$ cat src/rtl/seg_scan_driver.sv
// seg_scan_driver: four-digit common-anode seven-segment scanner.
// At each frame start it captures the digits, decimal points and blank flags.
// It then lights one anode per slot, with a dead-time gap at the start of
// every slot so the previous digit cannot ghost onto the next one.
module seg_scan_driver #(
  parameter int REFRESH_DIV = 100000,
  parameter int DEAD_CYCLES = 2000
) (
  input  logic       Clk,
  input  logic       Reset_n,
  input  logic [3:0] D0,
  input  logic [3:0] D1,
  input  logic [3:0] D2,
  input  logic [3:0] D3,
  input  logic [3:0] DP,
  input  logic [3:0] Blank,
  output logic [3:0] An,
  output logic [6:0] Seg,
  output logic       Dp,
  output logic       FrameTick
);

  localparam int CNT_W = (REFRESH_DIV > 1) ? $clog2(REFRESH_DIV) : 1;
  localparam logic [CNT_W-1:0] CNT_MAX = CNT_W'(REFRESH_DIV - 1);

  // Active-low hex decode, bit order {g,f,e,d,c,b,a}
  function automatic logic [6:0] hex7(input logic [3:0] v);
    logic [6:0] s;
    case (v)
      4'h0: s = 7'b1000000;
      4'h1: s = 7'b1111001;
      4'h2: s = 7'b0100100;
      4'h3: s = 7'b0110000;
      4'h4: s = 7'b0011001;
      4'h5: s = 7'b0010010;
      4'h6: s = 7'b0000010;
      4'h7: s = 7'b1111000;
      4'h8: s = 7'b0000000;
      4'h9: s = 7'b0010000;
      4'hA: s = 7'b0001000;
      4'hB: s = 7'b0000011;
      4'hC: s = 7'b1000110;
      4'hD: s = 7'b0100001;
      4'hE: s = 7'b0000110;
      default: s = 7'b0001110;
    endcase
    return s;
  endfunction

  logic [CNT_W-1:0] cnt_q, cnt_d;
  logic [1:0]       idx_q, idx_d;
  logic [15:0]      snap_dig_q, snap_dig_d;
  logic [3:0]       snap_dp_q, snap_dp_d;
  logic [3:0]       snap_blank_q, snap_blank_d;
  logic [3:0]       an_q, an_d;
  logic [6:0]       seg_q, seg_d;
  logic             dp_q, dp_d;
  logic             tick_q, tick_d;

  logic             frame_start;
  logic             slot_end;
  logic             dark;
  logic [3:0]       cur_dig;

  // Next-state for the scan counters, snapshot and display outputs.
  // The output decode reads the snapshot's next value so the frame just
  // captured is already shown on its very first cycle.
  always_comb begin
    frame_start  = (cnt_q == '0) && (idx_q == 2'd0);
    slot_end     = (cnt_q == CNT_MAX);

    snap_dig_d   = snap_dig_q;
    snap_dp_d    = snap_dp_q;
    snap_blank_d = snap_blank_q;
    if (frame_start) begin
      snap_dig_d   = {D3, D2, D1, D0};
      snap_dp_d    = DP;
      snap_blank_d = Blank;
    end

    cnt_d = slot_end ? '0 : cnt_q + CNT_W'(1);
    idx_d = slot_end ? idx_q + 2'd1 : idx_q;

    cur_dig = snap_dig_d[{idx_q, 2'b00} +: 4];
    dark    = (int'(cnt_q) < DEAD_CYCLES) || snap_blank_d[idx_q];

    an_d   = 4'b1111;
    seg_d  = 7'b1111111;
    dp_d   = 1'b1;
    if (!dark) begin
      an_d  = ~(4'b0001 << idx_q);
      seg_d = hex7(cur_dig);
      dp_d  = ~snap_dp_d[idx_q];
    end

    tick_d = (idx_q == 2'd3) && slot_end;
  end

  // State and output registers with synchronous active-low reset
  always_ff @(posedge Clk) begin
    if (!Reset_n) begin
      cnt_q        <= '0;
      idx_q        <= 2'd0;
      snap_dig_q   <= 16'h0000;
      snap_dp_q    <= 4'b0000;
      snap_blank_q <= 4'b1111;
      an_q         <= 4'b1111;
      seg_q        <= 7'b1111111;
      dp_q         <= 1'b1;
      tick_q       <= 1'b0;
    end else begin
      cnt_q        <= cnt_d;
      idx_q        <= idx_d;
      snap_dig_q   <= snap_dig_d;
      snap_dp_q    <= snap_dp_d;
      snap_blank_q <= snap_blank_d;
      an_q         <= an_d;
      seg_q        <= seg_d;
      dp_q         <= dp_d;
      tick_q       <= tick_d;
    end
  end

  assign An        = an_q;
  assign Seg       = seg_q;
  assign Dp        = dp_q;
  assign FrameTick = tick_q;

endmodule

$ cat config.mk
export PLATFORM = sky130hd
export DESIGN_NAME = seg_scan_driver
export DESIGN_NICKNAME = d
export VERILOG_FILES = /design/src/rtl/seg_scan_driver.sv
export SDC_FILE = /design/constraint.sdc
export NUM_CORES = 1
export LEC_CHECK = 0
export ABC_AREA = 1
export CAP_MARGIN = 20
export CORE_AREA = 2 2 74 76
export DETAILED_ROUTE_END_ITERATION = 10
export DIE_AREA = 0 0 76 78
export PLACE_DENSITY = 0.83
export REMOVE_ABC_BUFFERS = 1
export SETUP_SLACK_MARGIN = 0.15
export SLEW_MARGIN = 5
export SYNTH_ARGS = -nofsm -noshare
export SYNTH_HDL_FRONTEND = slang
export SYNTH_SLANG_ARGS = --single-unit
$ cat constraint.sdc
create_clock -name Clk -period 9.2 [get_ports Clk]
set_clock_uncertainty 0.2 [all_clocks]
set_input_delay 1.84 -clock Clk [delete_from_list [all_inputs] [get_ports Clk]]
set_output_delay 1.84 -clock Clk [all_outputs]
set_load 0.01 [all_outputs]
# After elaboration in Yosys (flattened, before gate mapping)
# Memory sizes are Yosys's and may differ from the RTL's. A register that Yosys moved wholly into a read port is not among the register bits.
# Index checks and enable logic that the tools add are counted.
[op_classes] bitwise=3 eq_ne=2 shift=2 n_addsub=2 magnitude_cmp=2 multipliers=0 n_reduce_logical=7 n_mux=7 div=0
[op_table] op="17-bit by 1-bit adder with 17-bit output, second input constant" count=1
[op_table] op="17-bit equality test, second input constant" count=1
[op_table] op="17-bit zero test" count=1
[op_table] op="17-bit by 11-bit less-than comparator with 1-bit output, second input constant" count=1
[op_table] op="16-bit two-way mux" count=1
[op_table] op="16-bit by 5-bit indexed part select with 4-bit output" count=1
[op_table] op="4-bit two-way mux" count=2
[op_table] op="1-bit binary-select mux with 2-bit select" count=2
[op_table] op="4-bit NOT" count=1
[op_table] op="2-bit OR reduction" count=2
[op_table] op="1-bit by 2-bit left shift with 4-bit output, first input constant" count=1
[op_table] op="2-bit by 3-bit less-than comparator with 1-bit output, second input constant" count=1
[op_table] op="2-bit by 1-bit adder with 2-bit output, second input constant" count=1
[op_table] op="2-bit equality test, second input constant" count=1
[op_table] op="1-bit logical AND" count=2
[op_table] op="2-bit zero test" count=1
[op_table] op="1-bit two-way mux" count=2
[op_table] op="1-bit NOT" count=2
[op_table] op="1-bit logical OR" count=1
[totals] output_inout_bits=13 latch_bits=0 memories=1 regBits=49 in_bits=26 mem_bits_rw=0 romBits=112 elab_cells=34
[memory_table] memory="(name not given)" words=16 word_bits=7 rd=1 rd_ports_with_merged_regs=1 write_ports=0 line="29" source="case (v)"

# Logic depth before layout (Yosys ltp)
# Gate-level depths: netlist of run 1.
[depth] word_depth=7 depth_mapped=20 mapped_depth_nobuf=18

# Worst setup path before layout of run 1
# No wires, ideal clock.
[synth_timing] path_type="input port to flip-flop" startpoint="input port D2[0]" endpoint="register seg_q[3], in the netlist Seg[3]" path_slack_ns=6.081 cell_stages=11 setup_ns=0.115 t_arrival_ns=2.805 path_cell_list="nand4_1 > nand2_1 > nand2_1 > nand3_1 > nand2_1 > inv_1 > ha_1 > nand3_1 > nand3_1 > nand2_1 > nand2_1"
[synth_via] elab_chain_len=2
[synth_lines] element="start, declared" line="13" source="input logic [3:0] D2,"
[synth_lines] element="16-bit two-way mux" line="75" source="if (frame_start) begin"
[synth_lines] element="16-bit by 5-bit indexed part select with 4-bit output" line="84" source="cur_dig = snap_dig_d[{idx_q, 2'b00} +: 4];"
[synth_lines] element="end, declared" line="56" source="logic [6:0] seg_q, seg_d;"
# No other way between the ends.
# A chain may end at the register's enable or synchronous reset.

# Worst setup path after layout of run 1
[layout_timing] startpoint="register idx_q[0]" endpoint="register seg_q[3], in the netlist Seg[3]"
[layout_via] elab_chain_len=7
[layout_lines] element="start, declared" line="51" source="logic [1:0] idx_q, idx_d;"
[layout_lines] element="start signal, assigned" line="113" source="idx_q <= idx_d;"
[layout_lines] element="2-bit zero test" line="69" source="frame_start = (cnt_q == '0) && (idx_q == 2'd0);"
[layout_lines] element="1-bit logical AND" line="69"
[layout_lines] element="4-bit two-way mux" line="75"
[layout_lines] element="1-bit binary-select mux with 2-bit select" line="85" source="dark = (int'(cnt_q) < DEAD_CYCLES) || snap_blank_d[idx_q];"
[layout_lines] element="1-bit two-way mux (not written as such)" line="85"
[layout_lines] element="1-bit logical OR" line="85"
[layout_lines] element="2-bit OR reduction (no line)"
# Parallel ways exist; a longest one is shown, timed or not. The select of a mux whose other input is x is not followed.

==> flow_metrics.env, run 1 <==
export IMPL_status="finished clean"
export IMPL_fin_ws_ps=5350
export IMPL_holdWs_ps=270
export IMPL_wire_per_inst_um=12.3
export IMPL_synth_xor_area_share_pct=1.19
export IMPL_cts_setup_buffers=0
export IMPL_n_antenna_cell=0
export IMPL_ys_types=36
export IMPL_grt_usage_pct=22.3
export IMPL_worstPathMaxFanout=30
export IMPL_synth_commonest_cells="105 x nand2_1, 56 x dfxtp_1, 38 x inv_1, 36 x nor2_1, 35 x nand3_1"
export IMPL_postCtsHoldBufs=0
export IMPL_synth_area_um2=2960
export IMPL_p_leak_nw=1.50
export IMPL_die_w_um=76
export IMPL_cp_data_required_time_ps=9260
export IMPL_end_kind="flop"
export IMPL_synth_compound_area_share_pct=7.62
export IMPL_vias=2641
export IMPL_max_slew_worst_pin_slew_ps=696
export IMPL_drive_above_1_share_pct=11.0
export IMPL_maxCapViolCount=0
export IMPL_path_clk_slew_ps=100
export IMPL_placed_area_um2=3340
export IMPL_async_reset_ff_share_pct=0
export IMPL_synthSimpleGateAreaFrac_pct=39.2
export IMPL_synthMuxAreaShare_pct=0.339
export IMPL_hp_class="reg2reg"
export IMPL_finalHoldViolations=0
export IMPL_synthAdderAreaFrac_pct=5.08
export IMPL_start_util_pct=58.6
export IMPL_drc=0
export IMPL_cts_sinks=56
export IMPL_yosysMostFrequentCell="nand2_1"
export IMPL_fillers=433
export IMPL_grt_ovfl_total=0
export IMPL_relSlewSlack_pct=53.5
export IMPL_drt_first_pass_iters=5
export IMPL_grt_pass1_vias=2459
export IMPL_finalCritPeriodShare_pct=41.8
export IMPL_irDropWorstVdd_uv=71.2
export IMPL_num_rows=26
export IMPL_arrival_ps=3910
export IMPL_die_height_um=78
export IMPL_dpl_hpwl_mm=4.54
export IMPL_cts_buffer_depth=2
export IMPL_pre_cts_ws_ps=5190
export IMPL_ys_ff_latch=56
export IMPL_postRouteAntennaNets=0
export IMPL_cts_made_buffers=5
export IMPL_area_delta_synth_final_pct=16.2
export IMPL_maxSlewViolCount=0
export IMPL_synth_avg_cell_area_um2=7.33
export IMPL_synth_top_area_share_pct=37.9
export IMPL_rsz0062_at_grt="false"
export IMPL_synth_top_cells_by_area="dfxtp_1 38%, nand2_1 13%, nand3_1 5.9%"
export IMPL_fin_nets=474
export IMPL_power_density_nw_per_um2=146
export IMPL_die_area_um2=5930
export IMPL_clk_latency_ps=310
export IMPL_drt_iter0_markers=209
export IMPL_critPathKind="reg2reg"
export IMPL_core_um2=5040
export IMPL_place_port_buffers=38
export IMPL_drt_total_wl_mm=6.23
export IMPL_setup_viol=0
export IMPL_synth_top_family_by_area="simple AND/OR/NAND/NOR gates"
export IMPL_synthCells=403
export IMPL_ctsResizeCount=0
export IMPL_antenna_found_initial=0
export IMPL_root_buffer="clkbuf_8"
export IMPL_yosys_area_top_type="dfxtp_1"
export IMPL_synth_edff_count=0
export IMPL_fin_area_um2=3430
export IMPL_yosysSeqAreaShare_pct=37.9
export IMPL_io_pins=39
export IMPL_synth_flop_cell="dfxtp_1"
export IMPL_h_tree_depth=2
export IMPL_via_per_inst=5.21
export IMPL_critPathLaunchType="flop"
export IMPL_fin_crit_ps=3850
export IMPL_fmax_mhz=260
export IMPL_grt_max_degree=31
export IMPL_place_gp_congestion=0.938
export IMPL_grt_pass1_wl_mm=10.8
export IMPL_synth_warnings=0
export IMPL_cts_tree="yes"
export IMPL_tns_ps=0
[layout by cell type (no fill, tap or decap), types with 3 or more instances in the layout]
master           Yosys  routed
nor3_1               5       5
clkbuf_8             0       6
nor2_4               4       4
ha_1                12      12
nand3_1             35      35
o21ai_0             10      10
inv_2                3       3
a21oi_1             21      21
nor4_1               3       3
nand2_2             11      11
inv_1               38      38
or2_2                4       4
xor2_1               4       4
nand3_2              5       5
clkdlybuf4s50_1      0      38
nand4_1             14      14
o21ai_1              5       5
dfxtp_1             56      56
nand2_1            105     105
nor2_1              36      36
[stage by stage]
step,instances,power [mW],utilization [%]
detailed placement,499,0.364,66.2
floorplan,391,0.336,-
global placement,499,0.362,66.2
global route,507,0.530,68.1
CTS,507,0.505,68.1
finish,507,0.501,68.1
[state kept, by name, indices dropped and copies added, names as in the netlist]
signal and count:
cnt_q 17, Dp 1, FrameTick 1, snap_dp_q 4
snap_blank_q 4, snap_dig_q 16, idx_q 2, An 4
Seg 7
[metal layers]
| layer | global-route usage, % | share of wire, % |
|---|---|---|
| met1 | 27.5 | 45 |
| met2 | 39.9 | 49 |
| met3 | 4.42 | 5.8 |
| met4 | 5.64 | 0.90 |
| met5 | 0 | 0 |
[layout make-up]
type                    instances  area (um2)  area share [%]
multi-input cells             291        1580            46.0
inverters                      44         170            4.96
clock inverters                 2        13.8           0.401
repair buffers                 38         380            11.1
well taps                      70        87.6            2.55
flip-flops and latches         56        1120            32.7
clock buffers                   6        82.6            2.41
[power by group]
| group | switching, mW | total [mW] | leakage [nW] | internal (mW) |
|---|---|---|---|---|
| Combinational | 0.0622 | 0.102 | 0.988 | 0.0399 |
| Clock | 0.0795 | 0.141 | 0.0516 | 0.0618 |
| Sequential | 0.00370 | 0.258 | 0.457 | 0.254 |
| Total | 0.145 | 0.501 | 1.50 | 0.356 |
[cell families after synthesis]
logic type,after synthesis
AO/OA/AOI/OAI,41
XOR/XNOR,4
adder cells (fa/ha/maj),12
buffers and inverters,56
flip-flops,56
multiplexers,1
AND/OR/NAND/NOR,233
[final timing paths]
path	start	to	slack, ps	depth (start not counted)
max	idx_q[0]$_SDFFE_PN0P_	Seg[3]$_SDFF_PP1_	5350	18
min	cnt_q[0]$_SDFF_PP0_	cnt_q[0]$_SDFF_PP0_	270	1
max reg2reg	idx_q[0]$_SDFFE_PN0P_	Seg[3]$_SDFF_PP1_	5350	18
min reg2reg	cnt_q[0]$_SDFF_PP0_	cnt_q[0]$_SDFF_PP0_	270	1
[critical path: stages, from the launching register on]
cell and delay [ps]:
dfxtp_1 670, clkinv_1 640, ha_1 460, inv_1 110
nor2_4 40, nand2_2 110, nor2_8 60, nand3_4 280
nand2_1 130, nand2_1 80, nand2_1 50, nand3_1 100
nand2_1 180, inv_1 150, ha_1 220, nand3_1 120
nand3_1 100, nand2_1 50, nand2_1 50
Power figures use the tool's default switching activity.
==> inputs of run 2 (changes only) <==
--- a/config.mk
+++ b/config.mk
@@ -7,10 +7,10 @@
 export LEC_CHECK = 0
 export ABC_AREA = 1
 export CAP_MARGIN = 20
-export CORE_AREA = 2 2 74 76
+export CORE_AREA = 2 2 77 79
 export DETAILED_ROUTE_END_ITERATION = 10
-export DIE_AREA = 0 0 76 78
-export PLACE_DENSITY = 0.83
+export DIE_AREA = 0 0 79 81
+export PLACE_DENSITY = 0.77
 export REMOVE_ABC_BUFFERS = 1
 export SETUP_SLACK_MARGIN = 0.15
 export SLEW_MARGIN = 5
==> constraint.sdc (replaced) <==
create_clock -name Clk -period 4 [get_ports Clk]
set_clock_uncertainty 0.2 [all_clocks]
set_input_delay 0.8 -clock Clk [delete_from_list [all_inputs] [get_ports Clk]]
set_output_delay 0.8 -clock Clk [all_outputs]
set_load 0.01 [all_outputs]
==> run 2 against run 1 <==
Sequential share of layout area shrank 0.29 points. Clock-buffer cell count down 1. Die area up 7.9%. First-iteration DRC count is 41% lower. Global-route usage decreased by 1.4 points. Cell count up 1.2%. Routed wire length increased by 1.4%. Setup slack got worse by 4600 ps. Clock power grew 150%. Non-clock buffer count increased by 3. Register-to-register slack got worse by 4600 ps. Power increased by 130%. Critical endpoint unchanged.
==> flow_metrics.env, run 2 (synthesized netlist as in run 1, its figures left out) <==
export IMPL_status="finished clean"
export IMPL_max_slew_worst_pin_slew_ps=667
export IMPL_finalCritPeriodShare_pct=81.0
export IMPL_reg2reg_setup_slack_ps=760
export IMPL_drt_iter0_markers=123
export IMPL_rsz0062_at_grt="false"
export IMPL_post_layout_nonfiller_instances=513
export IMPL_arrival_ps=3240
export IMPL_grt_pass1_vias=2436
export IMPL_postCtsHoldBufs=0
export IMPL_fin_ws_ps=759
export IMPL_grt_max_degree=31
export IMPL_end_kind="flop"
export IMPL_min_to="snap_blank_q[2]$_SDFF_PN1_"
export IMPL_die_w_um=79
export IMPL_relSlewSlack_pct=55.5
export IMPL_p_leak_nw=1.51
export IMPL_drt_first_pass_iters=4
export IMPL_pre_cts_ws_ps=839
export IMPL_core_um2=5680
export IMPL_cts_tree="yes"
export IMPL_dpl_hpwl_mm=4.62
export IMPL_grt_ovfl_total=0
export IMPL_grtUsageMet3_pct=4.33
export IMPL_start_util_pct=52.1
export IMPL_worstPathMaxFanout=30
export IMPL_r2r_end="Seg[3]$_SDFF_PP1_"
export IMPL_cp_data_required_time_ps=4000
export IMPL_io_pins=39
export IMPL_ctsResizeCount=0
export IMPL_worstReg2RegStart="idx_q[0]$_SDFFE_PN0P_"
export IMPL_root_buffer="clkbuf_8"
export IMPL_maxSlewViolCount=0
export IMPL_dp_cells=507
export IMPL_min_path_cells=2
export IMPL_top_usage_layer="met2"
export IMPL_fin_crit_ps=3240
export IMPL_mostFrequentLayoutCells="105 x nand2_1, 56 x dfxtp_1, 38 x inv_1, 38 x clkdlybuf4s50_1, 36 x nor2_1"
export IMPL_place_port_buffers=38
export IMPL_die_height_um=81
export IMPL_crit_chain="clkinv_1, ha_1, inv_1, nor2_4, nand2_2, nor2_8, nand3_4, nand2_1, o21ai_1, nand2_1, nand3_1, nand2_1, ha_1, inv_1, nand2_1, nand3_1, nand2_1, nand2_1"
export IMPL_rr_worst_depth=18
export IMPL_fin_nets=477
export IMPL_cts_setup_buffers=0
export IMPL_max_stage_delay_ps=660
export IMPL_clk_latency_ps=300
export IMPL_critPathKind="reg2reg"
export IMPL_postRouteAntennaNets=0
export IMPL_critPathLaunchType="flop"
export IMPL_largest_reg_flops=17
export IMPL_maxCapViolCount=0
export IMPL_drive_above_1_share_pct=11.2
export IMPL_drc=0
export IMPL_hp_class="reg2reg"
export IMPL_use_met2_pct=39.1
export IMPL_num_rows=28
export IMPL_wire_per_inst_um=12.3
export IMPL_tns_ps=0
export IMPL_cts_made_buffers=5
export IMPL_power_density_nw_per_um2=339
export IMPL_vias=2584
export IMPL_grt_pass1_wl_mm=10.7
export IMPL_grt_usage_pct=20.9
export IMPL_setup_viol=0
export IMPL_via_per_inst=5.04
export IMPL_place_gp_congestion=0.829
export IMPL_cts_sinks=56
export IMPL_drt_total_wl_mm=6.32
export IMPL_antenna_found_initial=0
export IMPL_fmax_mhz=309
export IMPL_n_antenna_cell=0
export IMPL_finalHoldViolations=0
export IMPL_die_area_um2=6400
export IMPL_slowest_stage="dfxtp_1"
export IMPL_cpMostUsedCell="nand2_1"
export IMPL_use_met1_pct=23.4
export IMPL_holdWs_ps=272
export IMPL_cts_buffer_depth=2
export IMPL_area_delta_synth_final_pct=17.2
export IMPL_irDropWorstVdd_uv=195
export IMPL_path_clk_slew_ps=90
export IMPL_final_common_cell="nand2_1"
export IMPL_largest_register="cnt_q"
export IMPL_holdCritStartpoint="snap_blank_q[2]$_SDFF_PN1_"
export IMPL_h_tree_depth=2
## run 2: changes by cell type in the layout (fill, tap and decap cells not counted)
cell / previous run / this run
inv_6: 1 / 0
bufinv_16: 0 / 1
clkbuf_8: 6 / 5
buf_4: 0 / 3
clkinv_2: 1 / 0
## run 2: worst max-delay path by stage
stage	start	to	slack, ps	depth (start not counted)
5_1_grt	idx_q[0]$_SDFFE_PN0P_	Seg[0]$_SDFF_PP1_	380	18
4_1_cts	idx_q[0]$_SDFFE_PN0P_	Seg[3]$_SDFF_PP1_	770	18
3_5_place_dp	idx_q[0]$_SDFFE_PN0P_	Seg[3]$_SDFF_PP1_	840	18
6_report	idx_q[0]$_SDFFE_PN0P_	Seg[3]$_SDFF_PP1_	760	18
3_3_place_gp	idx_q[0]$_SDFFE_PN0P_	Seg[3]$_SDFF_PP1_	940	18
2_1_floorplan	idx_q[0]$_SDFFE_PN0P_	Seg[3]$_SDFF_PP1_	890	18
## run 2: through the flow
step	total power, mW	util, %	area, um2
finish	1.17	61.0	3460
global route	1.24	61.0	3460
CTS	1.19	61.0	3460
detailed placement	0.839	59.3	3370
global placement	0.833	59.3	3370
floorplan	0.773	-	2870
## run 2: worst max-delay path: cells and delay by family (launching register included)
family	cells	cell delay, ps
and+or+nand+nor	12	1110
adders and majority gates	2	640
DFF	1	660
AOI/OAI and AO/OA	1	130
buffers and inverters	3	380
## run 2: report_power, final
part / switching (mW) / internal, mW / total (mW)
logic: 0.143 / 0.0923 / 0.235
registers: 0.00825 / 0.584 / 0.592
clock network: 0.166 / 0.180 / 0.346
total: 0.317 / 0.856 / 1.17
## run 2: cell type report
cell class	instances	area, um2
sequential	56	1120
clock buffer	5	68.8
fill	541	2210
multi-input combinational	291	1580
clock inverter	1	30.0
tap	75	93.8
timing repair buffer	41	403
inverter	44	170
## run 2: metal layers
layer | up-vias | share of wire (%)
li1 | 1364 | -
met1 | 1144 | 43
met2 | 64 | 51
met3 | 12 | 4.2
met4 | 0 | 2.1
met5 | - | 0
==> inputs of run 3 (changes only) <==
--- a/config.mk
+++ b/config.mk
@@ -7,10 +7,10 @@
 export LEC_CHECK = 0
 export ABC_AREA = 1
 export CAP_MARGIN = 20
-export CORE_AREA = 2 2 77 79
+export CORE_AREA = 2 2 80 82
 export DETAILED_ROUTE_END_ITERATION = 10
-export DIE_AREA = 0 0 79 81
-export PLACE_DENSITY = 0.77
+export DIE_AREA = 0 0 82 84
+export PLACE_DENSITY = 0.75
 export REMOVE_ABC_BUFFERS = 1
 export SETUP_SLACK_MARGIN = 0.15
 export SLEW_MARGIN = 5
==> constraint.sdc (replaced) <==
create_clock -name Clk -period 2.65 [get_ports Clk]
set_clock_uncertainty 0.2 [all_clocks]
set_input_delay 0.53 -clock Clk [delete_from_list [all_inputs] [get_ports Clk]]
set_output_delay 0.53 -clock Clk [all_outputs]
set_load 0.01 [all_outputs]
==> run 3 against run 2 <==
Global-route usage fell by 0.48 points. Fmax increased by 34%. Sequential share of layout area is 2.9 points lower. Non-clock buffer count grew 20. Die area grew 7.6%. Flip-flop and latch count unchanged. Critical endpoint is now Seg[0]$_SDFF_PP1_. Largest power group unchanged.
==> flow_metrics.env, run 3 (synthesized netlist as in run 1, its figures left out) <==
export IMPL_fmax_mhz=413
export IMPL_fin_crit_ps=2420
export IMPL_grt_pass1_wl_mm=11.2
export IMPL_n_antenna_cell=0
export IMPL_worstPathMaxFanout=7
export IMPL_place_gp_congestion=0.944
export IMPL_clk_latency_ps=320
export IMPL_max_slew_worst_pin_slew_ps=333
export IMPL_via_per_inst=5.28
export IMPL_cts_sinks=56
export IMPL_maxCapViolCount=0
export IMPL_relSlewSlack_pct=77.6
export IMPL_num_rows=29
export IMPL_p_leak_nw=1.64
export IMPL_fin_nets=499
export IMPL_dpl_hpwl_mm=4.87
export IMPL_io_pins=39
export IMPL_drive_above_1_share_pct=22.1
export IMPL_place_port_buffers=38
export IMPL_irDropWorstVdd_uv=305
export IMPL_critPathLaunchType="flop"
export IMPL_vias=2845
export IMPL_largest_reg_flops=17
export IMPL_maxSlewViolCount=0
export IMPL_holdWs_ps=274
export IMPL_grt_pass1_vias=2585
export IMPL_post_layout_nonfiller_instances=539
export IMPL_die_area_um2=6890
export IMPL_wire_per_inst_um=13.2
export IMPL_postCtsHoldBufs=0
export IMPL_start_util_pct=48.5
export IMPL_path_clk_slew_ps=100
export IMPL_fillers=535
export IMPL_cp_data_required_time_ps=2670
export IMPL_antenna_found_initial=0
export IMPL_core_um2=6100
export IMPL_hp_class="reg2reg"
export IMPL_finalCritPeriodShare_pct=91.5
export IMPL_root_buffer="clkbuf_8"
export IMPL_area_delta_synth_final_pct=28.8
export IMPL_cts_tree="yes"
export IMPL_grt_max_degree=21
export IMPL_power_density_nw_per_um2=505
export IMPL_drt_iter0_markers=202
export IMPL_grt_usage_pct=20.4
export IMPL_postRouteAntennaNets=0
export IMPL_drt_total_wl_mm=7.14
export IMPL_setup_viol=0
export IMPL_finalHoldViolations=0
export IMPL_regArea_um2=1120
export IMPL_grt_ovfl_total=0
export IMPL_final_common_cell="nand2_1"
export IMPL_h_tree_depth=2
export IMPL_rsz0062_at_grt="true"
export IMPL_cts_buffer_depth=2
export IMPL_status="finished clean"
export IMPL_cts_made_buffers=5
export IMPL_end_kind="flop"
export IMPL_critPathKind="reg2reg"
export IMPL_largest_register="cnt_q"
export IMPL_arrival_ps=2450
export IMPL_multi_input_area_um2=1740
export IMPL_drt_first_pass_iters=6
export IMPL_mostFrequentLayoutCells="97 x nand2_1, 55 x dfxtp_1, 38 x clkdlybuf4s50_1, 36 x nor2_1, 34 x inv_1"
export IMPL_die_height_um=84
export IMPL_dp_cells=518
export IMPL_drc=0
export IMPL_die_w_um=82
==> run 3: layout make-up <==
| cell class | count | share of cell area [%] |
|---|---|---|
| clock buffers | 5 | 1.81 |
| clock inverters | 3 | 1.22 |
| inverters | 44 | 4.60 |
| multi-input cells | 293 | 45.6 |
| flip-flops and latches | 56 | 29.5 |
| well taps | 77 | 2.53 |
| repair buffers | 61 | 14.7 |
==> run 3: metal layers <==
metal / wire length, um / vias to the layer above / track usage (%)
met3: 464 / 21 / 3.57
met1: 3030 / 1301 / 25.2
met2: 3470 / 105 / 34.4
li1: - / 1418 / -
met4: 169 / 0 / 8.18
met5: 0 / - / 0
==> run 3: path summary, 6_finish.rpt <==
kind	start	to	slack [ps]	cells after the start
hold / removal	snap_blank_q[0]$_SDFF_PN1_	snap_blank_q[0]$_SDFF_PN1_	270	2
setup / recovery	idx_q[1]$_SDFFE_PN0P_	Seg[0]$_SDFF_PP1_	230	18
setup reg to reg	idx_q[1]$_SDFFE_PN0P_	Seg[0]$_SDFF_PP1_	230	18
hold reg to reg	snap_blank_q[0]$_SDFF_PN1_	snap_blank_q[0]$_SDFF_PN1_	270	2
==> run 3: metrics by stage <==
stage | utilization [%] | worst slack [ps] | setup TNS, ps | area (um2) | power, mW
finish | 62.5 | 226 | 0 | 3810 | 1.92
global route | 62.5 | 121 | 0 | 3810 | 2.01
CTS | 58.6 | 159 | 0 | 3570 | 1.85
detailed placement | 56.4 | 84.7 | 0 | 3440 | 1.27
global placement | 56.4 | 135 | 0 | 3440 | 1.26
floorplan | - | -456 | -3870 | 2870 | 1.17
==> run 3: critical path, cell delays in order (launching register included) <==
cell and delay, ps:
dfxtp_2 340, inv_2 70, ha_4 140, inv_2 40
nor2_4 110, nand2_4 70, nor2_8 180, nand3_4 160
nand2_2 110, o21ai_2 60, nand2_1 80, nand3_2 90
nand2_4 160, inv_4 60, ha_2 200, nand2_1 90
nand2_1 60, nand2_1 70, nand2_1 40
==> run 3: what timing repair did <==
action | in CTS | in global routing
setup endpoints to repair | 12 | 12
pin swaps | 0 | 14
buffers inserted | 0 | 11
gates resized for setup | 3 | 38
gates cloned | 1 | 1
==> run 3: where the power goes <==
| part | total, mW | switching, mW | internal, mW |
|---|---|---|---|
| clock network | 0.582 | 0.297 | 0.285 |
| registers | 0.896 | 0.0143 | 0.881 |
| logic | 0.445 | 0.257 | 0.188 |
| total | 1.92 | 0.568 | 1.35 |
